==> config.mk <==
export PLATFORM = sky130hd
export DESIGN_NAME = dac_spi_writer
export DESIGN_NICKNAME = d
export VERILOG_FILES = /design/src/rtl/dac_spi_writer.sv
export SDC_FILE = /design/constraint.sdc
export NUM_CORES = 1
export LEC_CHECK = 0
export BUFFER_PORTS_ARGS = -buffer_cell sky130_fd_sc_hd__buf_2
export CAP_MARGIN = 20
export CELL_PAD_IN_SITES_DETAIL_PLACEMENT = 1
export CELL_PAD_IN_SITES_GLOBAL_PLACEMENT = 2
export CORE_ASPECT_RATIO = 0.9
export CORE_MARGIN = 2
export CORE_UTILIZATION = 37
export CTS_CLUSTER_DIAMETER = 60
export DETAILED_ROUTE_END_ITERATION = 8
export GPL_TIMING_DRIVEN = 0
export PLACE_DENSITY = 0.9
export SLEW_MARGIN = 20
export SYNTH_ARGS = -nofsm -noshare
export SYNTH_HDL_FRONTEND = slang
export SYNTH_SLANG_ARGS = --single-unit
==> constraint.sdc <==
create_clock -name clk -period 2.95 [get_ports clk]
set_clock_uncertainty 0.15 [all_clocks]
set_input_delay 0.885 -clock clk [delete_from_list [all_inputs] [get_ports clk]]
set_output_delay 0.885 -clock clk [all_outputs]
set_load 0.01 [all_outputs]
==> src/rtl/dac_spi_writer.sv <==
// SPI writer for a 12-bit dual DAC: accepts one sample per handshake, shifts a
// 16-bit command frame out in mode 0, then strobes LDAC to update the output.
module dac_spi_writer #(
  parameter int CLK_DIV = 4,
  parameter bit BUF_EN  = 1'b0,
  parameter bit GAIN_1X = 1'b1
) (
  input  logic        clk,
  input  logic        rst,
  input  logic [11:0] sample,
  input  logic        sample_valid,
  output logic        sample_ready,
  output logic        sclk,
  output logic        mosi,
  output logic        cs_n,
  output logic        ldac_n,
  output logic        busy
);

  if (CLK_DIV < 1 || CLK_DIV > 255) begin : g_bad_clk_div
    $error("dac_spi_writer: CLK_DIV must be in 1..255");
  end

  localparam logic [7:0] DIV_LOAD = 8'(CLK_DIV - 1);

  typedef enum logic [2:0] {
    IDLE,
    SETUP,
    SHIFT,
    HOLD,
    LATCH
  } state_t;

  state_t      state, state_nx;
  logic [7:0]  div, div_nx;
  logic [4:0]  bit_cnt, bit_nx;
  logic        phase, phase_nx;
  logic [15:0] shreg, shreg_nx;
  logic        armed;
  logic        handshake;
  logic        div_done;
  logic        frame_nx;

  assign sample_ready = armed && (state == IDLE);
  assign busy         = (state != IDLE);
  assign handshake    = sample_valid && sample_ready;
  assign div_done     = (div == 8'd0);
  assign frame_nx     = (state_nx == SETUP) || (state_nx == SHIFT) || (state_nx == HOLD);

  always_comb begin
    state_nx = state;
    div_nx   = div;
    bit_nx   = bit_cnt;
    phase_nx = phase;
    shreg_nx = shreg;
    case (state)
      IDLE: begin
        if (handshake) begin
          state_nx = SETUP;
          div_nx   = DIV_LOAD;
          bit_nx   = 5'd0;
          phase_nx = 1'b0;
          shreg_nx = {1'b0, BUF_EN, GAIN_1X, 1'b1, sample};
        end
      end
      SETUP: begin
        if (div_done) begin
          state_nx = SHIFT;
          div_nx   = DIV_LOAD;
          bit_nx   = 5'd0;
          phase_nx = 1'b0;
        end else begin
          div_nx = div - 8'd1;
        end
      end
      SHIFT: begin
        if (!div_done) begin
          div_nx = div - 8'd1;
        end else begin
          div_nx = DIV_LOAD;
          if (!phase) begin
            phase_nx = 1'b1;
          end else if (bit_cnt == 5'd15) begin
            state_nx = HOLD;
            phase_nx = 1'b0;
          end else begin
            // next bit's low phase begins: present the next data bit on mosi
            bit_nx   = bit_cnt + 5'd1;
            phase_nx = 1'b0;
            shreg_nx = {shreg[14:0], 1'b0};
          end
        end
      end
      HOLD: begin
        if (div_done) begin
          state_nx = LATCH;
          div_nx   = DIV_LOAD;
        end else begin
          div_nx = div - 8'd1;
        end
      end
      LATCH: begin
        if (div_done) begin
          state_nx = IDLE;
          div_nx   = 8'd0;
          bit_nx   = 5'd0;
        end else begin
          div_nx = div - 8'd1;
        end
      end
      default: state_nx = IDLE;
    endcase
  end

  always_ff @(posedge clk or posedge rst) begin
    if (rst) begin
      state   <= IDLE;
      div     <= 8'd0;
      bit_cnt <= 5'd0;
      phase   <= 1'b0;
      shreg   <= 16'd0;
      armed   <= 1'b0;
    end else begin
      state   <= state_nx;
      div     <= div_nx;
      bit_cnt <= bit_nx;
      phase   <= phase_nx;
      shreg   <= shreg_nx;
      armed   <= 1'b1;
    end
  end

  // Pin outputs decoded from next-state values so every pin is a flop.
  always_ff @(posedge clk or posedge rst) begin
    if (rst) begin
      sclk   <= 1'b0;
      mosi   <= 1'b0;
      cs_n   <= 1'b1;
      ldac_n <= 1'b1;
    end else begin
      sclk   <= (state_nx == SHIFT) && phase_nx;
      mosi   <= frame_nx ? shreg_nx[15] : 1'b0;
      cs_n   <= !frame_nx;
      ldac_n <= (state_nx != LATCH);
    end
  end

endmodule
==> qor.yml <==
outcome: "completed"
p_sw_w: 0.000204
slowest_stage: "dfrtp_1"
cts_buffer_depth: 2
finalHoldViolations: 0
tightest_slew_ps: 738
die-height_um: 73.3
required_ps: 1920
yosys_warnings: 0
internal-power_w: 0.000892
crit_path_end_kind: "primary output"
syn_area_um2: 1980
grt_pass1_wl_um: 8020
cts_inserted_buffers: 5
path_class: "register to primary output"
path_max_fanout: 10
grt_pass1_vias: 1689
drive_above_1_share_pct: 20.7
post_cts_resize_count: 0
wirelength_um: 4620
min_period_ps: 2680
htreeDepth: 2
switching_share_pct: 18.6
post-cts-setup-buffers: 0
combPwrFrac_pct: 2.2
grt_antenna_before_repair: 0
synth_nets: 218
vias: 1597
cp.depth: 4
dp_hpwl_um: 3360
worstHoldPathCells: 1
clk_pin_slew_ps: 70
hold_path.class: "register to register"
die_w_um: 81.1
clkPwrFrac_pct: 50.2
drc: 0
p_leak_nw: 1.11
synth-seq-area-share_pct: 48.2
cts_tree: "yes"
clk_latency_ps: 290
powerDensity_nw_per_um2: 472
setup_ws_ps: 273
slew_viol_final: 0
synth_seq_cells: 38
grt_overflow_total: 0
nets: 246
synth_cell_types: 53
critPathBufInv: 2
die-area_um2: 5940
io_buffers: 20
slowest_delay_ps: 440
synth-async-reset-ratio_pct: 100
clockRootBuffer: "clkbuf_8"
avgSynthCellArea_um2: 9.98
timing.setup.tns_ps: 0
worstPathCellList: "clkbuf_1 -> or3_1 -> nor2_1 -> buf_2"
num_io_pins: 21
fillers: 610
critical_path.top_delay_family: "simple AND/OR/NAND/NOR gates"
cp-start-kind: "register"
ctsHoldBuffers: 0
max_slew_margin_pct: 50.7
multi_input_area_um2: 943
place_ws_ps: 375
track_usage_pct: 17.7
drtAntennaViolNets: 0
drt_iter0_drc: 68
finalWeightedCongestion: 0.758
core_area_um2: 5190
ff_latch_area_um2: 953
ys.flop_type: "dfrtp_1"
r2r_cells: 10
start_util_pct: 38.1
viasPerCell: 5.43
rsz0062_at_grt: "no"
rows: 25
grt_start_max_net_pins: 26
cap_violations: 0
drt-wirelength-per-cell_um: 15.7
seq_power_share_pct: 47.6
cts_sinks: 38
arrival_ps: 1640
hold_ws_ps: 357
area_growth_pct: 17.5
first_pass_iters: 4
fmax_mhz: 374
synth_edf_count: 0
setup_viol: 0
syn_inst: 198
period_share_pct: 90.7
ir_drop_uv: 266
antenna_cells: 0
-- worst paths after layout --
check,start,to,slack [ps]
setup reg to reg,div[1]$_DFFE_PP0P_,sclk$_DFF_PP0_,350
max in group asynchronous,rst,cs_n$_DFF_PP1_,1760
hold reg to reg,bit_cnt[0]$_DFFE_PP0P_,bit_cnt[0]$_DFFE_PP0P_,360
hold / removal,bit_cnt[0]$_DFFE_PP0P_,bit_cnt[0]$_DFFE_PP0P_,360
setup / recovery,state[1]$_DFF_PP0_,sample_ready,270
min in group asynchronous,rst,phase$_DFF_PP0_,390
-- flip-flops by register name (all words and copies together), names as in the netlist --
signal	flops
sclk	1
div	8
ldac_n	1
armed	1
cs_n	1
phase	1
mosi	1
state	3
bit_cnt	5
shreg	16
-- Yosys cell counts, drive strengths merged, types with 3 or more instances --
master  instances  area [um^2]
nor3b           5         42.5
nor3            3         20.0
a22o            3         26.3
o31ai           3         22.5
nor2           14         68.8
xor2            6         52.6
a21oi           5         25.0
clkbuf          5         18.8
a31oi           3         18.8
o21ai          15         75.1
ha              5         62.6
inv             7         28.8
nand2          18         67.6
buf             6         32.5
nand4           4         25.0
o21a            3         22.5
a22oi          12         90.1
dfrtp          36          901
nand3           9         45.0
nand2b          3         18.8
-- through the flow --
| step | instances | utilization (%) | power [W] | instance area [um^2] |
|---|---|---|---|---|
| after floorplan | 198 | - | 0.000541 | 1980 |
| after global placement | 285 | 41.6 | 0.000554 | 2160 |
| after detailed placement | 286 | 42.0 | 0.000558 | 2180 |
| after CTS | 294 | 44.7 | 0.00111 | 2320 |
| after global routing | 294 | 44.7 | 0.00114 | 2320 |
| final | 294 | 44.7 | 0.00110 | 2320 |
-- cell usage in the layout (no fill, tap or decap), drive strengths merged, types with 2 or more instances in the layout --
| cell | n |
|---|---|
| a211oi | 2 |
| a21oi | 5 |
| a221o | 2 |
| a22o | 3 |
| a22oi | 12 |
| a31oi | 3 |
| and4 | 2 |
| buf | 27 |
| bufinv | 2 |
| clkbuf | 11 |
| dfrtp | 36 |
| dfstp | 2 |
| ha | 5 |
| inv | 7 |
| nand2 | 18 |
| nand2b | 3 |
| nand3 | 9 |
| nand4 | 4 |
| nor2 | 14 |
| nor3 | 3 |
| nor3b | 5 |
| o21a | 3 |
| o21ai | 15 |
| o31ai | 3 |
| or3 | 2 |
| or3b | 2 |
| or4 | 2 |
| xor2 | 6 |
-- per-layer routing --
metal / share of wire (%) / GRT usage [%] / up-vias
met2: 46 / 27.5 / 11
li1: - / - / 783
met1: 50 / 24.5 / 796
met5: 0 / 0 / -
met3: 2.4 / 4.55 / 7
met4: 1.4 / 5.08 / 0
-- power by group through the flow --
stage / logic [W] / clock network, W / registers (W)
3_3_place_gp: 0.0000218 / 0 / 0.000532
4_1_cts: 0.0000254 / 0.000563 / 0.000522
2_1_floorplan: 0.00000871 / 0 / 0.000532
3_5_place_dp: 0.0000255 / 0 / 0.000532
5_1_grt: 0.0000275 / 0.000587 / 0.000522
6_report: 0.0000240 / 0.000550 / 0.000522
-- final cells by class --
type | count | area share (%)
flip-flops and latches | 38 | 41.0
multi-input cells | 142 | 40.6
repair buffers | 21 | 5.17
well taps | 67 | 3.61
clock buffers | 6 | 3.55
clock inverters | 2 | 2.58
plain buffers | 11 | 2.21
inverters | 7 | 1.24
-- cell families (layout without fill, tap and decap cells) --
family | count (synthesis) | count (layout) | synth area share (%)
simple gates | 71 | 71 | 20.8
compound gates | 57 | 57 | 19.8
flops | 38 | 38 | 48.2
buf+inv | 18 | 47 | 4.05
xor+xnor | 6 | 6 | 2.66
fa+ha+maj | 5 | 5 | 3.16
mux | 2 | 2 | 1.08
other cells | 1 | 1 | 0.190
(Power assumes the default switching activity.)
